==> src/rtl/mc_ctrl_pkg.sv <==
// rtl/mc_ctrl_pkg.sv - shared encodings for the multicycle main controller
package mc_defs;

    // Controller states
    typedef enum logic [2:0] {
        S_IDLE   = 3'd0,
        S_FETCH  = 3'd1,
        S_DECODE = 3'd2,
        S_EXEC   = 3'd3,
        S_MEM    = 3'd4,
        S_WB     = 3'd5,
        S_HALT   = 3'd6
    } state_t;

    // Decoded instruction classes; C_ILL marks anything outside the legal set
    typedef enum logic [3:0] {
        C_ILL   = 4'd0,
        C_ADDU  = 4'd1,
        C_SUBU  = 4'd2,
        C_SLL   = 4'd3,
        C_SRL   = 4'd4,
        C_ORI   = 4'd5,
        C_LUI   = 4'd6,
        C_ADDIU = 4'd7,
        C_LW    = 4'd8,
        C_SW    = 4'd9,
        C_BEQ   = 4'd10,
        C_J     = 4'd11,
        C_JAL   = 4'd12
    } iclass_t;

    // Opcodes (IR[31:26])
    localparam logic [5:0] OP_RTYPE = 6'h00;
    localparam logic [5:0] OP_ORI   = 6'h0d;
    localparam logic [5:0] OP_LUI   = 6'h0f;
    localparam logic [5:0] OP_ADDIU = 6'h09;
    localparam logic [5:0] OP_LW    = 6'h23;
    localparam logic [5:0] OP_SW    = 6'h2b;
    localparam logic [5:0] OP_BEQ   = 6'h04;
    localparam logic [5:0] OP_J     = 6'h02;
    localparam logic [5:0] OP_JAL   = 6'h03;

    // R-type function codes (IR[5:0])
    localparam logic [5:0] FN_ADDU = 6'h21;
    localparam logic [5:0] FN_SUBU = 6'h23;
    localparam logic [5:0] FN_SLL  = 6'h00;
    localparam logic [5:0] FN_SRL  = 6'h02;

    // ALU operation select
    localparam logic [2:0] ALU_ADD = 3'b000;
    localparam logic [2:0] ALU_SUB = 3'b001;
    localparam logic [2:0] ALU_OR  = 3'b010;
    localparam logic [2:0] ALU_LUI = 3'b011;
    localparam logic [2:0] ALU_SLL = 3'b100;
    localparam logic [2:0] ALU_SRL = 3'b101;

    // Immediate extender mode
    localparam logic [1:0] EXT_SHAMT = 2'b00;
    localparam logic [1:0] EXT_ZERO  = 2'b10;
    localparam logic [1:0] EXT_SIGN  = 2'b11;

    // Next-PC select
    localparam logic [1:0] PC_PLUS4  = 2'b00;
    localparam logic [1:0] PC_BRANCH = 2'b01;
    localparam logic [1:0] PC_JUMP   = 2'b10;

    // Register-file write address select
    localparam logic [1:0] RD_RT = 2'b00;
    localparam logic [1:0] RD_RD = 2'b01;
    localparam logic [1:0] RD_RA = 2'b10;

    // Register-file write data select
    localparam logic [1:0] WB_ALU = 2'b00;
    localparam logic [1:0] WB_MEM = 2'b01;
    localparam logic [1:0] WB_PC4 = 2'b10;

endpackage

==> src/rtl/mc_ctrl_decode.sv <==
// rtl/mc_ctrl_decode.sv - opcode/funct to instruction class and EXEC/WB control fields
module mc_decode
    import mc_defs::*;
(
    input  logic [5:0] i_opcode,
    input  logic [5:0] i_funct,
    output iclass_t    o_cls,
    output logic       o_legal,
    output logic [2:0] o_alu_op,
    output logic       o_alusrc,
    output logic [1:0] o_extop,
    output logic [1:0] o_regdst,
    output logic [1:0] o_wb_sel
);

    // Classify the instruction; anything not explicitly listed is illegal
    always_comb begin
        o_cls = C_ILL;
        case (i_opcode)
            OP_RTYPE: begin
                case (i_funct)
                    FN_ADDU: o_cls = C_ADDU;
                    FN_SUBU: o_cls = C_SUBU;
                    FN_SLL:  o_cls = C_SLL;
                    FN_SRL:  o_cls = C_SRL;
                    default: o_cls = C_ILL;
                endcase
            end
            OP_ORI:   o_cls = C_ORI;
            OP_LUI:   o_cls = C_LUI;
            OP_ADDIU: o_cls = C_ADDIU;
            OP_LW:    o_cls = C_LW;
            OP_SW:    o_cls = C_SW;
            OP_BEQ:   o_cls = C_BEQ;
            OP_J:     o_cls = C_J;
            OP_JAL:   o_cls = C_JAL;
            default:  o_cls = C_ILL;
        endcase
    end

    assign o_legal = (o_cls != C_ILL);

    // Datapath settings used in EXEC (ALU/extender) and WB (destination/source)
    always_comb begin
        o_alu_op = ALU_ADD;
        o_alusrc = 1'b0;
        o_extop  = EXT_SHAMT;
        o_regdst = RD_RT;
        o_wb_sel = WB_ALU;
        case (o_cls)
            C_ADDU: begin
                o_alu_op = ALU_ADD;
                o_regdst = RD_RD;
            end
            C_SUBU: begin
                o_alu_op = ALU_SUB;
                o_regdst = RD_RD;
            end
            C_SLL: begin
                o_alu_op = ALU_SLL;
                o_alusrc = 1'b1;
                o_extop  = EXT_SHAMT;
                o_regdst = RD_RD;
            end
            C_SRL: begin
                o_alu_op = ALU_SRL;
                o_alusrc = 1'b1;
                o_extop  = EXT_SHAMT;
                o_regdst = RD_RD;
            end
            C_ORI: begin
                o_alu_op = ALU_OR;
                o_alusrc = 1'b1;
                o_extop  = EXT_ZERO;
            end
            C_LUI: begin
                o_alu_op = ALU_LUI;
                o_alusrc = 1'b1;
                o_extop  = EXT_ZERO;
            end
            C_ADDIU, C_SW: begin
                o_alu_op = ALU_ADD;
                o_alusrc = 1'b1;
                o_extop  = EXT_SIGN;
            end
            C_LW: begin
                o_alu_op = ALU_ADD;
                o_alusrc = 1'b1;
                o_extop  = EXT_SIGN;
                o_wb_sel = WB_MEM;
            end
            C_BEQ: begin
                o_alu_op = ALU_SUB;
                o_extop  = EXT_SIGN;
            end
            default: begin
                o_alu_op = ALU_ADD;
            end
        endcase
    end

endmodule

==> src/rtl/mc_ctrl.sv <==
// rtl/mc_ctrl.sv - multicycle MIPS-subset main controller FSM with bus timeout
module mc_ctrl
    import mc_defs::*;
#(
    parameter int TIMEOUT         = 255,
    parameter bit HALT_ON_ILLEGAL = 1'b0
) (
    input  logic       clk,
    input  logic       rst,
    input  logic [5:0] opcode,
    input  logic [5:0] funct,
    input  logic       zero,
    input  logic       mem_ack,
    output logic       mem_req,
    output logic       mem_we,
    output logic       iord,
    output logic       ir_we,
    output logic       pc_we,
    output logic [1:0] pc_sel,
    output logic       reg_we,
    output logic [1:0] regdst,
    output logic [1:0] wb_sel,
    output logic       alusrc,
    output logic [2:0] alu_op,
    output logic [1:0] extop,
    output logic       illegal,
    output logic       bus_err,
    output logic       halted
);

    state_t      r_state;
    state_t      w_next;
    logic [15:0] r_cnt;

    iclass_t     w_cls;
    logic        w_legal;
    logic [2:0]  w_alu_op;
    logic        w_alusrc;
    logic [1:0]  w_extop;
    logic [1:0]  w_regdst;
    logic [1:0]  w_wb_sel;
    logic        w_waiting;
    logic        w_tmo;

    mc_decode u_decode (
        .i_opcode (opcode),
        .i_funct  (funct),
        .o_cls    (w_cls),
        .o_legal  (w_legal),
        .o_alu_op (w_alu_op),
        .o_alusrc (w_alusrc),
        .o_extop  (w_extop),
        .o_regdst (w_regdst),
        .o_wb_sel (w_wb_sel)
    );

    // A request is outstanding in FETCH/MEM whenever the memory has not acked
    assign w_waiting = ((r_state == S_FETCH) || (r_state == S_MEM)) && !mem_ack;
    // The limit-th unacknowledged cycle raises the error; an ack that cycle wins
    assign w_tmo     = (TIMEOUT > 0) && w_waiting && (r_cnt == 16'(TIMEOUT - 1));

    // State register
    always_ff @(posedge clk or posedge rst) begin
        if (rst) begin
            r_state <= S_IDLE;
        end else begin
            r_state <= w_next;
        end
    end

    // Wait-cycle counter: counts unacked request cycles, clears otherwise
    always_ff @(posedge clk or posedge rst) begin
        if (rst) begin
            r_cnt <= '0;
        end else if (w_waiting) begin
            r_cnt <= r_cnt + 16'd1;
        end else begin
            r_cnt <= '0;
        end
    end

    // Next-state and Moore-per-state output decode
    always_comb begin
        w_next  = r_state;
        mem_req = 1'b0;
        mem_we  = 1'b0;
        iord    = 1'b0;
        ir_we   = 1'b0;
        pc_we   = 1'b0;
        pc_sel  = PC_PLUS4;
        reg_we  = 1'b0;
        regdst  = RD_RT;
        wb_sel  = WB_ALU;
        alusrc  = 1'b0;
        alu_op  = ALU_ADD;
        extop   = EXT_SHAMT;
        illegal = 1'b0;
        bus_err = 1'b0;
        halted  = 1'b0;
        case (r_state)
            S_IDLE: begin
                w_next = S_FETCH;
            end
            S_FETCH: begin
                mem_req = 1'b1;
                if (mem_ack) begin
                    ir_we  = 1'b1;
                    pc_we  = 1'b1;
                    pc_sel = PC_PLUS4;
                    w_next = S_DECODE;
                end else if (w_tmo) begin
                    bus_err = 1'b1;
                    w_next  = S_HALT;
                end
            end
            S_DECODE: begin
                if (!w_legal) begin
                    illegal = 1'b1;
                    w_next  = HALT_ON_ILLEGAL ? S_HALT : S_FETCH;
                end else if (w_cls == C_J || w_cls == C_JAL) begin
                    pc_we  = 1'b1;
                    pc_sel = PC_JUMP;
                    if (w_cls == C_JAL) begin
                        // PC already holds PC+4 after FETCH, so it is the link value
                        reg_we = 1'b1;
                        regdst = RD_RA;
                        wb_sel = WB_PC4;
                    end
                    w_next = S_FETCH;
                end else begin
                    w_next = S_EXEC;
                end
            end
            S_EXEC: begin
                alu_op = w_alu_op;
                alusrc = w_alusrc;
                extop  = w_extop;
                if (w_cls == C_BEQ) begin
                    pc_we  = zero;
                    pc_sel = PC_BRANCH;
                    w_next = S_FETCH;
                end else if (w_cls == C_LW || w_cls == C_SW) begin
                    w_next = S_MEM;
                end else begin
                    w_next = S_WB;
                end
            end
            S_MEM: begin
                mem_req = 1'b1;
                iord    = 1'b1;
                mem_we  = (w_cls == C_SW);
                if (mem_ack) begin
                    w_next = (w_cls == C_SW) ? S_FETCH : S_WB;
                end else if (w_tmo) begin
                    bus_err = 1'b1;
                    w_next  = S_HALT;
                end
            end
            S_WB: begin
                reg_we = 1'b1;
                regdst = w_regdst;
                wb_sel = w_wb_sel;
                w_next = S_FETCH;
            end
            S_HALT: begin
                halted = 1'b1;
            end
            default: begin
                w_next = S_IDLE;
            end
        endcase
    end

endmodule

==> config.mk <==
export PLATFORM = sky130hd
export DESIGN_NAME = mc_ctrl
export DESIGN_NICKNAME = d
export VERILOG_FILES = /design/src/rtl/mc_ctrl_pkg.sv /design/src/rtl/mc_ctrl_decode.sv /design/src/rtl/mc_ctrl.sv
export SDC_FILE = /design/constraint.sdc
export NUM_CORES = 1
export LEC_CHECK = 0
export CAP_MARGIN = 20
export CORE_UTILIZATION = 50
export CTS_CLUSTER_DIAMETER = 200
export DETAILED_ROUTE_END_ITERATION = 16
export PLACE_DENSITY = 0.93
export SLEW_MARGIN = 5
export SYNTH_ARGS = -nofsm -noshare
export SYNTH_HDL_FRONTEND = slang
export SYNTH_SLANG_ARGS = --single-unit
==> constraint.sdc <==
create_clock -name clk -period 4.3 [get_ports clk]
set_clock_uncertainty 0.05 [all_clocks]
set_input_delay 0.86 -clock clk [delete_from_list [all_inputs] [get_ports clk]]
set_output_delay 0.86 -clock clk [all_outputs]
set_load 0.01 [all_outputs]
# Word-level counts from Yosys, hierarchy flattened
# Index checks and enable logic that the tools add are counted.
[word_totals]
regBits = 19
output_inout_bits = 21
wordCells = 98
[op_classes]
add_sub_neg = 1
n_eq_ne = 30
muxes = 48
n_reduce_logical = 17
[op_table]
columns = ["cell", "count"]
rows = [
  ["$pmux 4 s9", 1],
  ["$eq 6x6->1 const B", 4],
  ["$mux 1", 23],
  ["$eq 4x4->1 const B", 5],
  ["$eq 6x2->1 const B", 3],
  ["$eq 6x4->1 const B", 3],
  ["$mux 3", 6],
  ["$pmux 3 s6", 1],
  ["$add 16x1->16 const B", 1],
  ["$eq 16x8->1 const B", 1],
  ["$eq 4x3->1 const B", 4],
  ["$mux 16", 1],
  ["$mux 2", 8],
  ["$pmux 2 s2", 4],
  ["$pmux 3 s5", 1],
  ["$logic_not 6->1", 2],
  ["$pmux 3 s4", 1],
  ["$eq 3x3->1 const B", 3],
  ["$eq 4x2->1 const B", 2],
  ["$reduce_or 2->1", 4],
  ["$reduce_or 4->1", 2],
  ["$reduce_or 7->1", 1],
  ["$eq 3x2->1 const B", 2],
  ["$eq 6x3->1 const B", 1],
  ["9 further kinds", 12],
]

# Logic depth before layout (Yosys ltp)
[logic_depth]
word_depth = 8
ltp_mapped = 8
depth_no_buf = 8

# Hierarchy
# A second synthesis with hierarchy kept.
[hier_totals]
cells_unflattened = 197
area_unflattened_um2 = 1640.3
[by_module_without_submodules]
columns = ["module", "instances", "cells_each", "area_each_um2"]
rows = [
  ["mc_ctrl", 1, 139, 1253.7],
  ["mc_decode", 1, 58, 386.6],
]

# Worst setup path before layout
# OpenSTA, ideal clock, no wires.
[synth_path]
kind = "input port to output port"
from = "input opcode[3]"
to = "output regdst[0]"
arrival_ns = 2.533
required_time_ns = 3.390
setup_slack_ns = 0.857
cell_stages = 7
n_path_buf = 1
path_cell_list = "buf_6 > or4_4 > nor3_4 > a22oi_1 > xnor2_1 > a311o_1 > a21oi_1"
[synth_between]
elab_chain_len = 7
[synth_lines]
columns = ["element", "line", "text"]
rows = [
  ["start, declared", "mc_ctrl.sv:10", "input logic [5:0] opcode,"],
  ["$eq 6x2->1, or another cell as far along", "mc_ctrl_decode.sv:19", "case (i_opcode)"],
  ["$pmux 4 s9 *", "mc_ctrl_decode.sv:19", ""],
  ["$eq 4x4->1", "mc_ctrl.sv:120", "end else if (w_cls == C_J || w_cls == C_JAL) begin"],
  ["$logic_or 1x1->1", "mc_ctrl.sv:120", ""],
  ["$mux 2", "mc_ctrl.sv:120", ""],
  ["$mux 2", "mc_ctrl.sv:117", "if (!w_legal) begin"],
  ["$pmux 2 s2 *", "mc_ctrl.sv:100", "case (r_state)"],
  ["end, declared", "mc_ctrl.sv:21", "output logic [1:0] regdst,"],
]
# Every way passes the cells marked *; elsewhere a longest branch is shown, timed or not.

# Worst setup path in the final report
[layout_path]
from = "input opcode[3]"
to = "output wb_sel[0]"
[layout_between]
elab_chain_len = 7
[layout_lines]
columns = ["element", "line", "text"]
rows = [
  ["$eq 6x2->1, or another cell as far along", "mc_ctrl_decode.sv:19", ""],
  ["$pmux 4 s9 *", "mc_ctrl_decode.sv:19", ""],
  ["$eq 4x4->1", "mc_ctrl.sv:120", ""],
  ["$logic_or 1x1->1", "mc_ctrl.sv:120", ""],
  ["$mux 2", "mc_ctrl.sv:120", ""],
  ["$mux 2", "mc_ctrl.sv:117", ""],
  ["$pmux 2 s2 *", "mc_ctrl.sv:100", ""],
  ["end, declared", "mc_ctrl.sv:22", "output logic [1:0] wb_sel,"],
]
# Marks and branches as above.

==> metrics.cfg <==
[run_status]
run_status = finished, final reports clean

[clocking]
clock_insertion_delay_worst_skew_ns = 0.31
tritoncts = yes
htree_num_levels = 1
cts-buffers-inserted = 3
longest_clk_path_bufs = 2
ctsResizeCount = 0
clock_sinks = 19
cts_hold_repair.buffers = 0
clock_slew_at_reported_path_ffs_ns = 0.10
post-cts-setup-buffer-count = 0
cts.root.buffer_cell = sky130_fd_sc_hd__clkbuf_4

[timing]
worst_slew_pin_slew_ns = 0.699
grt_setup_unrepaired = no
slew_viol_final = 0
timing.final.setup_violations = 0
hold_viol_final = 0
setup_total_negative_slack_ns = 0
post-route-min-period_ns = 4.21
slew-limit-headroom = 0.534
fin_crit_sh = 0.980
max_frequency_mhz = 237
hold-worst-slack_ns = 0.484

[synth]
synth_compound_area_frac = 0.136
synthCells = 173
synth-warning-count = 0
synth-seq-area-share = 0.339
post_synth_instance_area_sq_mm = 0.00140
synth_edf_count = 0
synth_cell_type_count = 44
area_share_of_and_or_nand_nor_cells_after_synthesis = 0.347
synth_top_cell_area_share = 0.339
syn_avg_cell_area_sq_um = 8.11
yosys.area_share.adder = 0.0178
yosys.area.top_type = sky130_fd_sc_hd__dfrtp_1
synth_top_flop_cell = sky130_fd_sc_hd__dfrtp_1
synth_xor_xnor_area_share = 0.0998
synth-async-reset-ratio = 1.00
post_synth_main_area_contributors = sky130_fd_sc_hd__dfrtp_1 (34%), sky130_fd_sc_hd__nor2_1 (8.0%), sky130_fd_sc_hd__xor2_1 (6.2%)
post_synth_mux_area_share = 0.00713
syn_nets = 191
dominant_combinational_cell_family_by_area_after_synthesis = simple AND/OR/NAND/NOR gates
synth.ff_latch_count = 19

[global_route]
grt_overflow = 0
grt_start_max_net_pins = 20
first_global_vias = 1342
grt.total_usage = 0.275
antenna_found_initial = 0
grt_pass1_wl_mm = 5.82

[place]
routabilityCongestion = 0.979
portBuffers = 36
place.detailed.instances = 239
placedInstanceArea_sq_mm = 0.00182
dp_hpwl_mm = 2.97

[finish]
final_common_cell = sky130_fd_sc_hd__clkdlybuf4s50_1
fin_cells = 243
fin_nets = 232
cell_area_after_layout_sq_mm = 0.00185
final_core_utilization = 0.720
post_route_cells_drive_above_1_share = 0.0939
antenna_cells_inserted = 0
layout_common_cells = sky130_fd_sc_hd__clkdlybuf4s50_1 (34), sky130_fd_sc_hd__nor2_1 (30), sky130_fd_sc_hd__dfrtp_1 (19), sky130_fd_sc_hd__nand2_1 (15), sky130_fd_sc_hd__nand3_1 (13)
fill_cells = 185
syn_to_layout_area_delta_pct = 31.7

[worst_setup_path]
r2r-start = r_state[2]$_DFFE_PP0N_
timing.reg2reg.worst_path_depth = 6
startpoint_type = input pin
timing.critical_path.from = opcode[3]
end_kind = output port
reg2reg_setup_slack_ns = 2.01
worst-path-max-fanout = 3
r2r-end = r_state[0]$_DFFE_PP0N_
cp_data_arrival_time_ns = 3.30
criticalPathCategory = in -> out
required_ns = 3.39

[worst_hold_path]
hold_path.class = reg -> reg
number_of_stages_on_the_worst_hold_path = 1
hold_path_end = r_cnt[0]$_DFF_PP0_
worst_hold_launch = r_cnt[0]$_DFF_PP0_

[floorplan]
core_area_sq_mm = 0.00257
floorplan.initialDensity = 0.547
core.rowCount = 18
die_h_um = 55.0
count_of_pins_on_the_block_boundary = 37
dieArea_sq_mm = 0.00302
floorplan.die.width_um = 55.0

[routing]
ant_nets = 0
drc = 0
vias_per_cell = 5.76
route.final.wire_length_mm = 3.67
vias = 1400
drt-initial-drc-count = 63
wl_per_cell_um = 15.1
drt_first_pass_iters = 4

[pwr]
power.density_cell_area_mw_per_mm2 = 299
vdd_drop_max_mv = 0.310
power_leakage_nw = 0.824

[job]
maxCapViolations = 0

==> through the flow <==
stage	total power, W	worst slack, ns
global placement	0.000450	0.0512
floorplan	0.000366	0.857
CTS	0.000552	0.00770
detailed placement	0.000462	0.0132
global route	0.000589	0.0391
finish	0.000554	0.0876
==> Yosys cell counts (2+ instances only) <==
master / instances
sky130_fd_sc_hd__nor3_4: 2
sky130_fd_sc_hd__nor3_1: 3
sky130_fd_sc_hd__xnor2_1: 6
sky130_fd_sc_hd__a211o_1: 2
sky130_fd_sc_hd__buf_2: 3
sky130_fd_sc_hd__xor2_1: 10
sky130_fd_sc_hd__a21oi_1: 11
sky130_fd_sc_hd__nand2b_1: 3
sky130_fd_sc_hd__and2_1: 2
sky130_fd_sc_hd__inv_1: 8
sky130_fd_sc_hd__or2_2: 2
sky130_fd_sc_hd__nand3_1: 13
sky130_fd_sc_hd__clkbuf_1: 2
sky130_fd_sc_hd__ha_1: 2
sky130_fd_sc_hd__or3_1: 3
sky130_fd_sc_hd__and3_1: 7
sky130_fd_sc_hd__a311o_1: 2
sky130_fd_sc_hd__and4_1: 4
sky130_fd_sc_hd__nand2_1: 15
sky130_fd_sc_hd__dfrtp_1: 19
sky130_fd_sc_hd__o21ai_1: 2
sky130_fd_sc_hd__nor2_1: 30
==> cell type report <==
cell class                      count  area [sq um]  area share
Multi-Input combinational cell    138           853       0.461
Sequential cell                    19           475       0.257
Timing Repair Buffer               44           425       0.230
Tap cell                           30          37.5      0.0203
Inverter                            8          30.0      0.0162
Clock buffer                        3          22.5      0.0122
Clock inverter                      1          5.00     0.00271
==> worst max-delay path by stage <==
stage / end / slack (ns)
after floorplan: regdst[0] / 0.86
after global placement: regdst[0] / 0.05
after detailed placement: regdst[0] / 0.01
after CTS: regdst[0] / 0.008
after global routing: wb_sel[0] / 0.04
final: wb_sel[0] / 0.09
==> flip-flops by register name (all words and copies together) (netlist names) <==
name / flops
r_cnt: 16
r_state: 3
==> logic make-up (layout without fill, tap and decap cells) <==
kind of cell	count (synthesis)	after routing
xor gates and xnor gates	16	16
AOI/OAI and AO/OA	27	27
muxes	1	1
and+or+nand+nor	92	92
DFF	19	19
adders and majority gates	2	2
buffers and inverters	16	56
==> critical path, cell delays in order <==
cell and delay, ns:
sky130_fd_sc_hd__clkdlybuf4s50_1 0.43, sky130_fd_sc_hd__or4_4 0.58, sky130_fd_sc_hd__nor3_4 0.22, sky130_fd_sc_hd__buf_4 0.15, sky130_fd_sc_hd__nand3_1 0.13, sky130_fd_sc_hd__and3_1 0.24
sky130_fd_sc_hd__nand2_1 0.15, sky130_fd_sc_hd__nor3_1 0.08, sky130_fd_sc_hd__clkdlybuf4s50_1 0.48
==> report_power, final <==
group | total [W] | leakage [nW] | switching [W] | internal, W
Combinational | 0.000232 | 0.546 | 0.000124 | 0.000108
Clock | 0.0000928 | 0.0177 | 0.0000581 | 0.0000347
Sequential | 0.000229 | 0.260 | 0.0000326 | 0.000197
==> metal layers <==
metal | up-vias | share of wire | track usage
met3 | 11 | 0.049 | 0.0383
met1 | 648 | 0.43 | 0.331
met5 | - | 0 | 0
met2 | 61 | 0.49 | 0.482
met4 | 0 | 0.028 | 0.125
li1 | 680 | - | -
(Power assumes the default switching activity.)
